[src/rtl/regfile_pkg.sv]
// Shared sizing constants and types for the 8x8 general-purpose register file.
package regfile_pkg;

    localparam int DATA_WIDTH = 8;
    localparam int ADDR_WIDTH = 3;
    localparam int NUM_REGS   = 2 ** ADDR_WIDTH;

    typedef logic [ADDR_WIDTH-1:0] reg_addr_t;
    typedef logic [DATA_WIDTH-1:0] reg_data_t;

    typedef reg_data_t [NUM_REGS-1:0] reg_array_t;

endpackage

[src/rtl/regfile_read_port.sv]
// Combinational NUM_REGS:1 read mux; one instance per ALU operand port.
module regfile_read_port
    import regfile_pkg::*;
(
    input  reg_array_t regs,
    input  reg_addr_t  sel,
    output reg_data_t  data
);

    // Select the addressed entry with zero-cycle latency; no write bypass.
    always_comb begin
        data = regs[sel];
    end

endmodule

[src/rtl/register_file.sv]
// 8-entry x 8-bit register file: two combinational read ports, one
// synchronous write port. Entry 0 is an ordinary writable register.
module register_file
    import regfile_pkg::*;
(
    input  logic      clk,
    input  logic      reset,
    input  reg_addr_t read_reg1,
    input  reg_addr_t read_reg2,
    input  reg_addr_t write_reg,
    input  reg_data_t write_data,
    input  logic      write_enable,
    output reg_data_t read_data1,
    output reg_data_t read_data2
);

    reg_array_t regs;

    // Storage update: reset clears every entry and wins over a same-edge write.
    always_ff @(posedge clk) begin
        if (reset) begin
            regs <= '0;
        end else if (write_enable) begin
            regs[write_reg] <= write_data;
        end
    end

    regfile_read_port u_read_port1 (
        .regs (regs),
        .sel  (read_reg1),
        .data (read_data1)
    );

    regfile_read_port u_read_port2 (
        .regs (regs),
        .sel  (read_reg2),
        .data (read_data2)
    );

endmodule

[config.mk]
export PLATFORM = sky130hd
export DESIGN_NAME = register_file
export DESIGN_NICKNAME = d
export VERILOG_FILES = /design/src/rtl/regfile_pkg.sv /design/src/rtl/regfile_read_port.sv /design/src/rtl/register_file.sv
export SDC_FILE = /design/constraint.sdc
export NUM_CORES = 1
export LEC_CHECK = 0
export CAP_MARGIN = 40
export CELL_PAD_IN_SITES_DETAIL_PLACEMENT = 1
export CELL_PAD_IN_SITES_GLOBAL_PLACEMENT = 2
export CORE_MARGIN = 8
export CORE_UTILIZATION = 33
export DETAILED_ROUTE_END_ITERATION = 10
export PLACE_DENSITY = 0.74
export SLEW_MARGIN = 20
export SYNTH_ARGS = -nofsm -noshare
export SYNTH_HDL_FRONTEND = slang
export SYNTH_SLANG_ARGS = --single-unit
[constraint.sdc]
create_clock -name clk -period 2.38 [get_ports clk]
set_clock_uncertainty 0.15 [all_clocks]
set_input_delay 0.714 -clock clk [delete_from_list [all_inputs] [get_ports clk]]
set_output_delay 0.714 -clock clk [all_outputs]
set_load 0.1 [all_outputs]
Yosys cells after proc, flatten, opt, wreduce, memory -nomap -nowiden
Cells that the tools add are included.
- order comparisons: 4
- reductions and logical operators: 1
- multiplexer cells: 7
- operators with widths (cell ; count):
    $bwmux 64 ; 1
    $bmux 8 s3 ; 2
    $demux 8 s3 ; 1
    $mux 8 ; 3
    $lt 3x4->1 const B ; 3
    $ge 3x1->1 const B ; 1
    $logic_and 1x1->1 ; 1
- word-level logic and storage cells: 20
- output and inout port bits: 16
- register bits: 64

Longest topological paths before layout
Gate-level depths: netlist of run 1.
- depth in word-level cells: 5
- gate-level depth with buffers: 5
- mapped depth without buffers: 3

Hierarchy
A second synthesis of run 1 with hierarchy kept.
- cell total of the unflattened synthesis: 295
- area total of the unflattened synthesis: 3706.1 um^2
- by module, submodules not included (module ; area an instance (um^2) ; cells an instance ; instances):
    register_file ; 2605.0 ; 237 ; 1
    regfile_read_port ; 550.5 ; 29 ; 2

Worst setup path before layout of run 1
Ideal clock, no wire load.
- path kind: input port to output port
- start point: input port read_reg2[0]
- end point: output port read_data2[5]
- data arrival time: 1.922 ns
- data required time: 1.516 ns
- setup slack: -0.406 ns
- path buffers: 2
- stages on the path: 4
- cells stage by stage: buf_6 buf_8 mux4_2 mux2_2
- word-level cells in the longest chain between the ends: 2
- RTL lines (what ; RTL line ; source):
    start: declaration ; register_file.sv:9 ; input reg_addr_t read_reg2,
    $bmux 8 s3 ; regfile_read_port.sv:12 ; data = regs[sel];
    $mux 8 (not written as such) ; regfile_read_port.sv:12 ;
    end: declaration ; register_file.sv:14 ; output reg_data_t read_data2
No other way between the ends. The select of a mux whose other input is x is not followed.

Worst setup path after layout of run 1
- start point: input port read_reg2[2]
- end point: output port read_data2[3]
Same word-level chain as after synthesis.

==> metrics.yaml, run 1 <==
status: "finished, violations left"
violations: "negative setup slack"
cts_tree: "built"
leakagePower_nw: 1.706
grt_antenna_before_repair: 0
grt_pass1_wl_um: 17900
yosysMostFrequentCell: "nand2_1"
synth_area_leaders: "dfxtp_1 (37%), mux4_1 (18%), nand2_1 (8.6%), mux2i_1 (6.9%), a21oi_1 (5.7%)"
crit_path_end_kind: "output pin"
ys_seq_area_frac: 0.3678
drv_cap: 0
required_ps: 1520
crit_path_max_fanout: 6
ys_types: 23
relSlewSlack: 0.6560
ios: 36
reg2reg_to: "regs[53]"
grt_pass1_vias: 3082
totalPowerFinal_w: 0.002651
p_per_area_nw_per_um2: 563.4
r2r_setup_slack_ps: 1480
fmax_ghz: 0.3578
rsz0062_at_grt: "yes"
ant_nets: 0
htreeDepth: 3
drive_above_1_share: 0.3411
fin_nets: 402
reg.largest.list: "regs: 64 flops"
slew_violations: 0
ir_drop_uv: 224.7
crit_type: "in -> out"
wirelength_um: 11350
syn-num-nets: 350
drt-initial-drc-count: 161
async_reset_ff_frac: 0
numPortBuffers: 35
r2r-start: "regs[53]"
wl_per_cell_um: 21.71
arrival_ps: 1930
drt_first_pass_iters: 4
syn-instance-count: 330
dp_hpwl_um: 7098
routed_via_density: 5.354
vias: 2800
num_rows: 37
finalNonFillerCells: 523
crit_start: "read_reg2[2]"
synth_top_area_frac: 0.3678
coreArea_um2: 10280
die_w_um: 118.7
cts_sinks: 64
largest_reg_flops: 64
synth_area_leader_cell: "dfxtp_1"
start_kind: "input port"
syn_area_per_cell_um2: 10.56
dpl.cell_count: 499
reg2reg_depth: 2
hold_class: "reg -> reg"
grt_overflow: 0
synth_edf_count: 0
synth_common_cells: "nand2_1 (80), dfxtp_1 (64), a21oi_1 (40)"
cts.reportedPaths.clkPinSlew_ps: 70
clk-insertion-delay-late_ps: 340
setup_viol: 16
crit_end: "read_data2[3]"
area_growth_pct: 35.06
n_antenna_cell: 0
die_y_um: 118.7
grt_usage: 0.1679
grt_max_degree: 65
place.gp.congestion: 0.8102
initial_utilization: 0.3389
period_needed_ps: 2795
synth_ff_type: "dfxtp_1"
setup-tns-final_ps: -6295
syn_area_um2: 3483
cts_inserted_buffers: 9
worst_pin_slew_ps: 515.6
clockBufferDepth: 2
final_core_utilization: 0.4578
whs_ps: 320.3
period_share: 1.174
drc: 0
die_area_um2: 14100
hold_viol_final: 0
synth-seq-cells: 64
regMostFlops: "regs"
setup_ws_ps: -415.0
yosys_warnings: 0
clockRootBuffer: "clkbuf_8"
[critical path: stages]
cell,delay [ps]
buf_12,90
buf_12,130
mux4_2,500
mux2_4,320
buf_12,170
[final cells by class]
cell class / count / area [um2]
fillers: 1130 / 5573
multi-input cells: 229 / 1938
flip-flops and latches: 64 / 1281
repair buffers: 78 / 1085
well taps: 136 / 170.2
clock buffers: 11 / 151.4
clock inverters: 5 / 78.83
[power by group]
part / internal, W / switching [W] / leakage (nW)
logic: 0.000217 / 0.000225 / 1.07
registers: 0.00109 / 0.0000183 / 0.518
clock network: 0.000645 / 0.000452 / 0.119
total: 0.00196 / 0.000696 / 1.71
[worst min-delay path by stage]
stage	cells after the start	from	endpoint
after global placement	2	regs[58]	regs[58]
after floorplan	2	regs[24]	regs[24]
after detailed placement	2	regs[47]	regs[47]
after global routing	2	regs[56]	regs[56]
final	2	regs[28]	regs[28]
after CTS	2	regs[58]	regs[58]
[placed cells by master, fill, tap and decap left out, types with 2 or more instances in the layout]
cell type,instances
clkinv_2,2
clkbuf_8,11
dfxtp_1,64
nand2_1,80
buf_12,31
a21oi_1,40
clkdlybuf4s50_1,13
nand4b_1,3
bufinv_16,2
mux2_4,16
and4bb_2,2
buf_16,4
nor2_1,24
buf_4,28
mux4_2,32
mux2i_1,24
and4b_1,3
[kinds of logic after synthesis]
| family | after synthesis | share of synthesized area |
|---|---|---|
| mux | 72 | 0.3578 |
| simple gates | 117 | 0.1523 |
| compound gates | 40 | 0.05747 |
| buf+inv | 37 | 0.06465 |
| flops | 64 | 0.3678 |
[through the flow]
step / setup WS, ps / instance area (um2)
6_report: -415.0 / 4705
4_1_cts: -416.2 / 4705
3_3_place_gp: -930.8 / 4385
5_1_grt: -439.1 / 4705
3_5_place_dp: -941.5 / 4385
2_1_floorplan: -322.2 / 3553
[layer usage]
layer  part of all wire  track usage
met1               0.44       0.2004
met2               0.51       0.2882
met3              0.036      0.03808
met4              0.018      0.06324
met5                  0            0
[repair_timing]
action,4_1_cts,5_1_grt
pin swaps,0,0
hold buffers,0,0
gates cloned,4,0
gates resized for setup,61,0
setup endpoints to repair,16,16
buffers inserted,4,0
Note: power is estimated with default switching activity, not from simulation.
==> run 2, diff against run 1 <==
Settings changed: ABC_AREA set to 1, CORE_UTILIZATION 33 to 27, MAX_ROUTING_LAYER set to met4, PLACE_DENSITY 0.74 to 0.75.
==> run 2 against run 1 <==
The run still ends with negative setup slack left. Area after synthesis is 9.2% higher. Worst setup slack better by 250 ps. Global-route usage rose by 2.5 points. Die area up 29%. Critical endpoint is now read_data1[7]. Combinational power increased to 2.6 times the previous value. Fmax increased by 9.6%. Highest routed layer unchanged. Non-clock buffer count is 10 lower. Core utilization rose by 0.85 points. Sequential share of layout area is 7.4 points lower. Largest power group is now the clock network. Sequential power is essentially flat. Critical path depth increased by 5.
==> metrics.yaml, run 2 <==
clk-insertion-delay-late_ps: 320  # was 340 ps
n_fill_cell: 1645  # was 1,130
die_w_um: 134.7  # was 118.7 um
ys_types: 16  # was 23
syn-num-nets: 674  # was 350
synth_edf_count: 0  # unchanged
grt_antenna_before_repair: 0  # unchanged
synth_area_leaders: "dfxtp_1 (34%), nand2_1 (21%), nor2_1 (13%), nand3_1 (8.4%), o21ai_0 (8.4%)"  # was dfxtp_1 (37%), mux4_1 (18%), nand2_1 (8.6%), mux2i_1 (6.9%), a21oi_1 (5.7%)
crit_path_max_fanout: 8  # was 6
synth_top_family_by_area: "simple AND/OR/NAND/NOR gates"  # was multiplexers
ant_nets: 0  # unchanged
yosys_warnings: 0  # unchanged
synthSimpleGateAreaFrac: 0.4499  # was 0.1523
largest_reg_flops: 64  # unchanged
hold_class: "reg -> reg"  # unchanged
drc: 0  # unchanged
setup-tns-final_ps: -2143  # was -6295 ps
area_growth_pct: 69.45  # was 35.06%
vias: 4278  # was 2,800
initial_utilization: 0.2752  # was 0.3389
finalNonFillerCells: 887  # was 523
drt_first_pass_iters: 4  # unchanged
n_antenna_cell: 0  # unchanged
final_common_cell: "nor2_1"  # was nand2_1
regMostFlops: "regs"  # unchanged
grt_pass1_wl_um: 26200  # was 17,900 um
postLayoutCellArea_um2: 6447  # was 4705 um2
grt_pass1_vias: 4521  # was 3,082
crit_chain: "buf_8 -> inv_8 -> buf_12 -> buf_16 -> nand2_2 -> nand3_2 -> nand2_2 -> nand2_4 -> nand2_8 -> buf_12"  # was buf_12 -> buf_12 -> mux4_2 -> mux2_4 -> buf_12
num_rows: 43  # was 37
muxShareOfSynthArea: 0  # was 0.3578
setup_viol: 16  # unchanged
grt_usage: 0.1934  # was 0.1679
synthXorXnorAreaFrac: 0  # unchanged
p_per_area_nw_per_um2: 534.7  # was 563.4 nW/um2
place.gp.congestion: 0.8654  # was 0.8102
die_area_um2: 18150  # was 14,100 um2
totalPowerFinal_w: 0.003448  # was 0.002651 W
coreArea_um2: 13830  # was 10,280 um2
drv_cap: 0  # unchanged
clockRootBuffer: "clkbuf_16"  # was clkbuf_8
fmax_ghz: 0.3923  # was 0.3578 GHz
post_dp_cell_area_um2: 4900  # was 4385 um2
cts_inserted_buffers: 9  # unchanged
cts_sinks: 64  # unchanged
clockBufferDepth: 2  # unchanged
multi_input_area_um2: 3188  # was 1938 um2
synth_area_leader_cell: "dfxtp_1"  # unchanged
syn_area_um2: 3805  # was 3483 um2
drive_above_1_share: 0.4215  # was 0.3411
ys_seq_area_frac: 0.3367  # was 0.3678
numPortBuffers: 35  # unchanged
syn-instance-count: 654  # was 330
die_y_um: 134.7  # was 118.7 um
cp_slowest_stage_delay_ps: 160  # was 500 ps
synth_ff_type: "dfxtp_1"  # unchanged
htreeDepth: 3  # unchanged
synth_common_cells: "nand2_1 (208), nor2_1 (129), inv_1 (71)"  # was nand2_1 (80), dfxtp_1 (64), a21oi_1 (40)
required_ps: 1520  # about the same
dp_hpwl_um: 11050  # was 7098 um
fin_nets: 725  # was 402
critPathSlowestCell: "buf_12"  # was mux4_2
yosysMostFrequentCell: "nand2_1"  # unchanged
regArea_um2: 1281  # unchanged
rsz0062_at_grt: "yes"  # unchanged
hold_buffers: 0  # unchanged
period_share: 1.071  # was 1.174
routed_via_density: 4.823  # was 5.354
wl_per_cell_um: 19.38  # was 21.71 um
final_cell_mix: "nor2_1 (129), nand2_2 (78), inv_1 (65), nand2_1 (65)"  # was nand2_1 (80), dfxtp_1 (64), a21oi_1 (40)
grt_overflow: 0  # unchanged
start_kind: "input port"  # unchanged
crit_type: "in -> out"  # unchanged
status: "finished, violations left"  # unchanged
grt_max_degree: 65  # unchanged
arrival_ps: 1690  # was 1930 ps
crit_path_end_kind: "output pin"  # unchanged
violations: "negative setup slack"  # unchanged
synth-seq-cells: 64  # unchanged
cts_tree: "built"  # unchanged
wirelength_um: 17190  # was 11,350 um
cts.reportedPaths.clkPinSlew_ps: 50  # was 70 ps
ios: 36  # unchanged
drt-initial-drc-count: 257  # was 161
relSlewSlack: 0.7183  # was 0.6560
dpl.cell_count: 859  # was 499
ir_drop_uv: 328.7  # was 224.7 uV
synth-compound-area-share: 0.08418  # was 0.05747
period_needed_ps: 2549  # was 2795 ps
pre_cts_slack_ps: -678.9  # was -941.5 ps
async_reset_ff_frac: 0  # unchanged
reg.largest.list: "regs: 64 flops"  # unchanged
synth_top_area_frac: 0.3367  # was 0.3678
hold_viol_final: 0  # unchanged
syn_area_per_cell_um2: 5.818  # was 10.56 um2
setup_ws_ps: -169.1  # was -415.0 ps
worst_pin_slew_ps: 421.2  # was 515.6 ps
synthAdderAreaFrac: 0  # unchanged
slew_violations: 0  # unchanged
leakagePower_nw: 2.868  # was 1.706 nW
==> run 2: worst paths after layout <==
kind,startpoint,end,slack [ps],depth (start not counted)
worst min-delay path,regs[43],regs[43],330,2
worst max register to register,regs[63],regs[63],1540,2
worst max-delay path,read_reg1[0],read_data1[7],-170,10
worst min register to register,regs[43],regs[43],330,2
==> run 2: critical path, delay by kind of cell <==
family                 cells  cell delay (ps)
buffers and inverters      5              550
AND/OR/NAND/NOR            5              410
==> run 2: power breakdown <==
part / leakage, nW / total (W) / internal [W] / switching (W)
Combinational: 2.22 / 0.00115 / 0.000429 / 0.000717
Clock: 0.130 / 0.00117 / 0.000741 / 0.000427
Sequential: 0.520 / 0.00113 / 0.00111 / 0.0000231
Total: 2.87 / 0.00345 / 0.00228 / 0.00117
==> run 2: metrics by stage <==
stage	utilization	hold slack, ps
floorplan	-	303.1
global placement	0.3544	315.5
detailed placement	0.3544	323.1
CTS	0.4449	333.7
global route	0.4663	358.0
finish	0.4663	331.0
==> run 2: cell type report <==
class	instances	area share
clock buffer	12	0.03978
multi-input combinational	478	0.4945
inverter	84	0.05938
timing repair buffer	68	0.1719
sequential	64	0.1987
clock inverter	1	0.0007762
tap	180	0.03493
==> run 2: timing repair <==
item                                    CTS  global route
gates resized for setup                 230            64
endpoints found under the setup margin   16            16
gates cloned                             10             1
pin swaps                                61            50
setup buffers                             4             0
==> run 2: per-layer routing <==
layer,track usage,vias to the layer above,wire length (um)
met5,-,-,0
met4,0.07361,0,554
met3,0.03455,38,679
met2,0.3080,106,8049
met1,0.2387,2029,7907
li1,-,2105,-
==> run 2: cells by family (layout without fill, tap and decap cells) <==
family / Yosys count / in the layout
AO/OA/AOI/OAI: 64 / 64
buffers and inverters: 112 / 165
AND/OR/NAND/NOR: 414 / 414
flip-flops: 64 / 64
==> run 3, diff against run 2 <==
Settings changed: CELL_PAD_IN_SITES_DETAIL_PLACEMENT 1 to 0, CELL_PAD_IN_SITES_GLOBAL_PLACEMENT 2 to 1, CORE_UTILIZATION 27 to 36, CTS_CLUSTER_DIAMETER set to 40, MAX_ROUTING_LAYER met4 to not set, PLACE_DENSITY 0.75 to 0.76.
==> run 3 against run 2 <==
Via count shrank 1.3%. Cell area shrank 2.6%. The run still ends with negative setup slack left. Fmax grew 0.36%. Cell count shrank 4.7%. Critical path type unchanged.
==> metrics.yaml, run 3 (synthesized netlist as in run 2, its figures left out) <==
clockRootBuffer: "clkbuf_8"  # was clkbuf_16
drt_first_pass_iters: 4  # unchanged
setup_ws_ps: -159.9  # was -169.1 ps
r2r_setup_slack_ps: 1580  # was 1540 ps
wl_per_cell_um: 17.05  # was 19.38 um
grt_pass1_wl_um: 22860  # was 26,200 um
crit_path_max_fanout: 8  # unchanged
relSlewSlack: 0.7570  # was 0.7183
min_path_cells: 2  # unchanged
required_ps: 1520  # about the same
min_from: "regs[47]"  # was regs[43]
dp_hpwl_um: 9628  # was 11,050 um
initial_utilization: 0.3702  # was 0.2752
die_w_um: 118.8  # was 134.7 um
grt_antenna_before_repair: 0  # unchanged
leakagePower_nw: 2.791  # was 2.868 nW
fmax_ghz: 0.3937  # was 0.3923 GHz
num_rows: 37  # was 43
routed_via_density: 4.998  # was 4.823
reg.largest.list: "regs: 64 flops"  # unchanged
drv_cap: 0  # unchanged
ir_drop_uv: 464.7  # was 328.7 uV
hold_viol_final: 0  # unchanged
grt_max_degree: 65  # unchanged
slew_violations: 0  # unchanged
start_kind: "input port"  # unchanged
status: "finished, violations left"  # unchanged
largest_reg_flops: 64  # unchanged
drive_above_1_share: 0.4175  # was 0.4215
p_int_w: 0.002070  # was 0.002281 W
worst_pin_slew_ps: 363.4  # was 421.2 ps
coreArea_um2: 10280  # was 13,830 um2
final_common_cell: "nor2_1"  # unchanged
period_share: 1.067  # was 1.071
p_comb_frac: 0.349  # was 0.332
vias: 4223  # was 4,278
hold_buffers: 0  # unchanged
die_y_um: 118.8  # was 134.7 um
arrival_ps: 1680  # was 1690 ps
grt_overflow: 0  # unchanged
hold_class: "reg -> reg"  # unchanged
grt_pass1_vias: 4087  # was 4,521
final_cell_mix: "nor2_1 (129), nand2_2 (80), nand2_1 (67)"  # was nor2_1 (129), nand2_2 (78), inv_1 (65), nand2_1 (65)
clockBufferDepth: 2  # unchanged
drc: 0  # unchanged
grt_usage: 0.2033  # was 0.1934
cts_sinks: 64  # unchanged
violations: "negative setup slack"  # unchanged
n_antenna_cell: 0  # unchanged
dpl.cell_count: 813  # was 859
crit_type: "in -> out"  # unchanged
ios: 36  # unchanged
numPortBuffers: 35  # unchanged
reg2reg_depth: 2  # unchanged
r2r-start: "regs[59]"  # was regs[63]
finalNonFillerCells: 845  # was 887
wirelength_um: 14410  # was 17,190 um
fin_nets: 724  # was 725
cts_tree: "built"  # unchanged
p_per_area_nw_per_um2: 505.8  # was 534.7 nW/um2
cts_inserted_buffers: 9  # unchanged
die_area_um2: 14110  # was 18,150 um2
whs_ps: 334.5  # was 331.0 ps
clk-insertion-delay-late_ps: 330  # was 320 ps
p_sw_w: 0.001105  # was 0.001167 W
clkPwrFrac: 0.295  # was 0.339
cts.reportedPaths.clkPinSlew_ps: 70  # was 50 ps
rsz0062_at_grt: "yes"  # unchanged
htreeDepth: 3  # unchanged
ant_nets: 0  # unchanged
min_to: "regs[47]"  # was regs[43]
setup_viol: 16  # unchanged
swShare: 0.3481  # was 0.3385
place.gp.congestion: 0.8353  # was 0.8654
regMostFlops: "regs"  # unchanged
drt-initial-drc-count: 293  # was 257
totalPowerFinal_w: 0.003175  # was 0.003448 W
seq_power_share: 0.356  # was 0.329
area_growth_pct: 64.98  # was 69.45%
setup-tns-final_ps: -1726  # was -2143 ps
reg2reg_to: "regs[59]"  # was regs[63]
crit_path_end_kind: "output pin"  # unchanged
crit_start: "read_reg2[0]"  # was read_reg1[0]
period_needed_ps: 2540  # was 2549 ps
n_fill_cell: 944  # was 1,645
-- run 3: metrics by stage --
step | util | worst slack (ps) | cell area (um2)
detailed placement | 0.4675 | -602.5 | 4805
floorplan | - | -37.65 | 4105
global placement | 0.4675 | -600.3 | 4805
CTS | 0.5823 | -121.4 | 5984
global route | 0.6108 | -193.8 | 6277
finish | 0.6108 | -159.9 | 6277
-- run 3: worst max-delay path by stage --
| stage | to | cells past startpoint | slack (ps) |
|---|---|---|---|
| global route | read_data2[5] | 10 | -190 |
| global placement | read_data1[6] | 8 | -600 |
| finish | read_data2[5] | 10 | -160 |
| CTS | read_data2[3] | 10 | -120 |
| floorplan | read_data1[0] | 8 | -40 |
| detailed placement | read_data1[6] | 9 | -600 |
-- run 3: what timing repair did --
| action | 4_1_cts | 5_1_grt |
|---|---|---|
| gates resized for setup | 227 | 61 |
| pin swaps | 71 | 55 |
| cloned | 9 | 1 |
| hold endpoints to repair | 0 | 0 |
| buffers inserted | 6 | 1 |
| setup endpoints to repair | 16 | 16 |
-- run 3: power by group through the flow --
stage	Combinational, W	Sequential (W)	Clock, W
3_3_place_gp	0.000845	0.00115	0
2_1_floorplan	0.000573	0.00115	0
3_5_place_dp	0.000847	0.00115	0
5_1_grt	0.00117	0.00113	0.00100
6_report	0.00111	0.00113	0.000937
4_1_cts	0.00105	0.00113	0.000957
-- run 3: layout make-up --
class | count | area, um2 | area share
Clock buffer | 13 | 158.9 | 0.02531
Clock inverter | 3 | 40.04 | 0.006378
Inverter | 84 | 362.8 | 0.05780
Multi-Input combinational cell | 478 | 3168 | 0.5047
Sequential cell | 64 | 1281 | 0.2041
Tap cell | 136 | 170.2 | 0.02711
Timing Repair Buffer | 67 | 1096 | 0.1746
-- run 3: per-layer routing --
layer / vias to the layer above / part of all wire / track usage
li1: 2100 / - / -
met4: 0 / 0.027 / 0.07431
met2: 154 / 0.45 / 0.3105
met1: 1939 / 0.45 / 0.2767
met3: 30 / 0.065 / 0.04093
met5: - / 0 / 0
-- run 3: critical path, cell delays in order --
cell	delay [ps]
buf_8	90
inv_8	30
buf_12	120
buf_16	140
nand2_1	70
nand3_1	90
nand2_2	80
nand2_2	80
nand2_8	80
buf_12	160
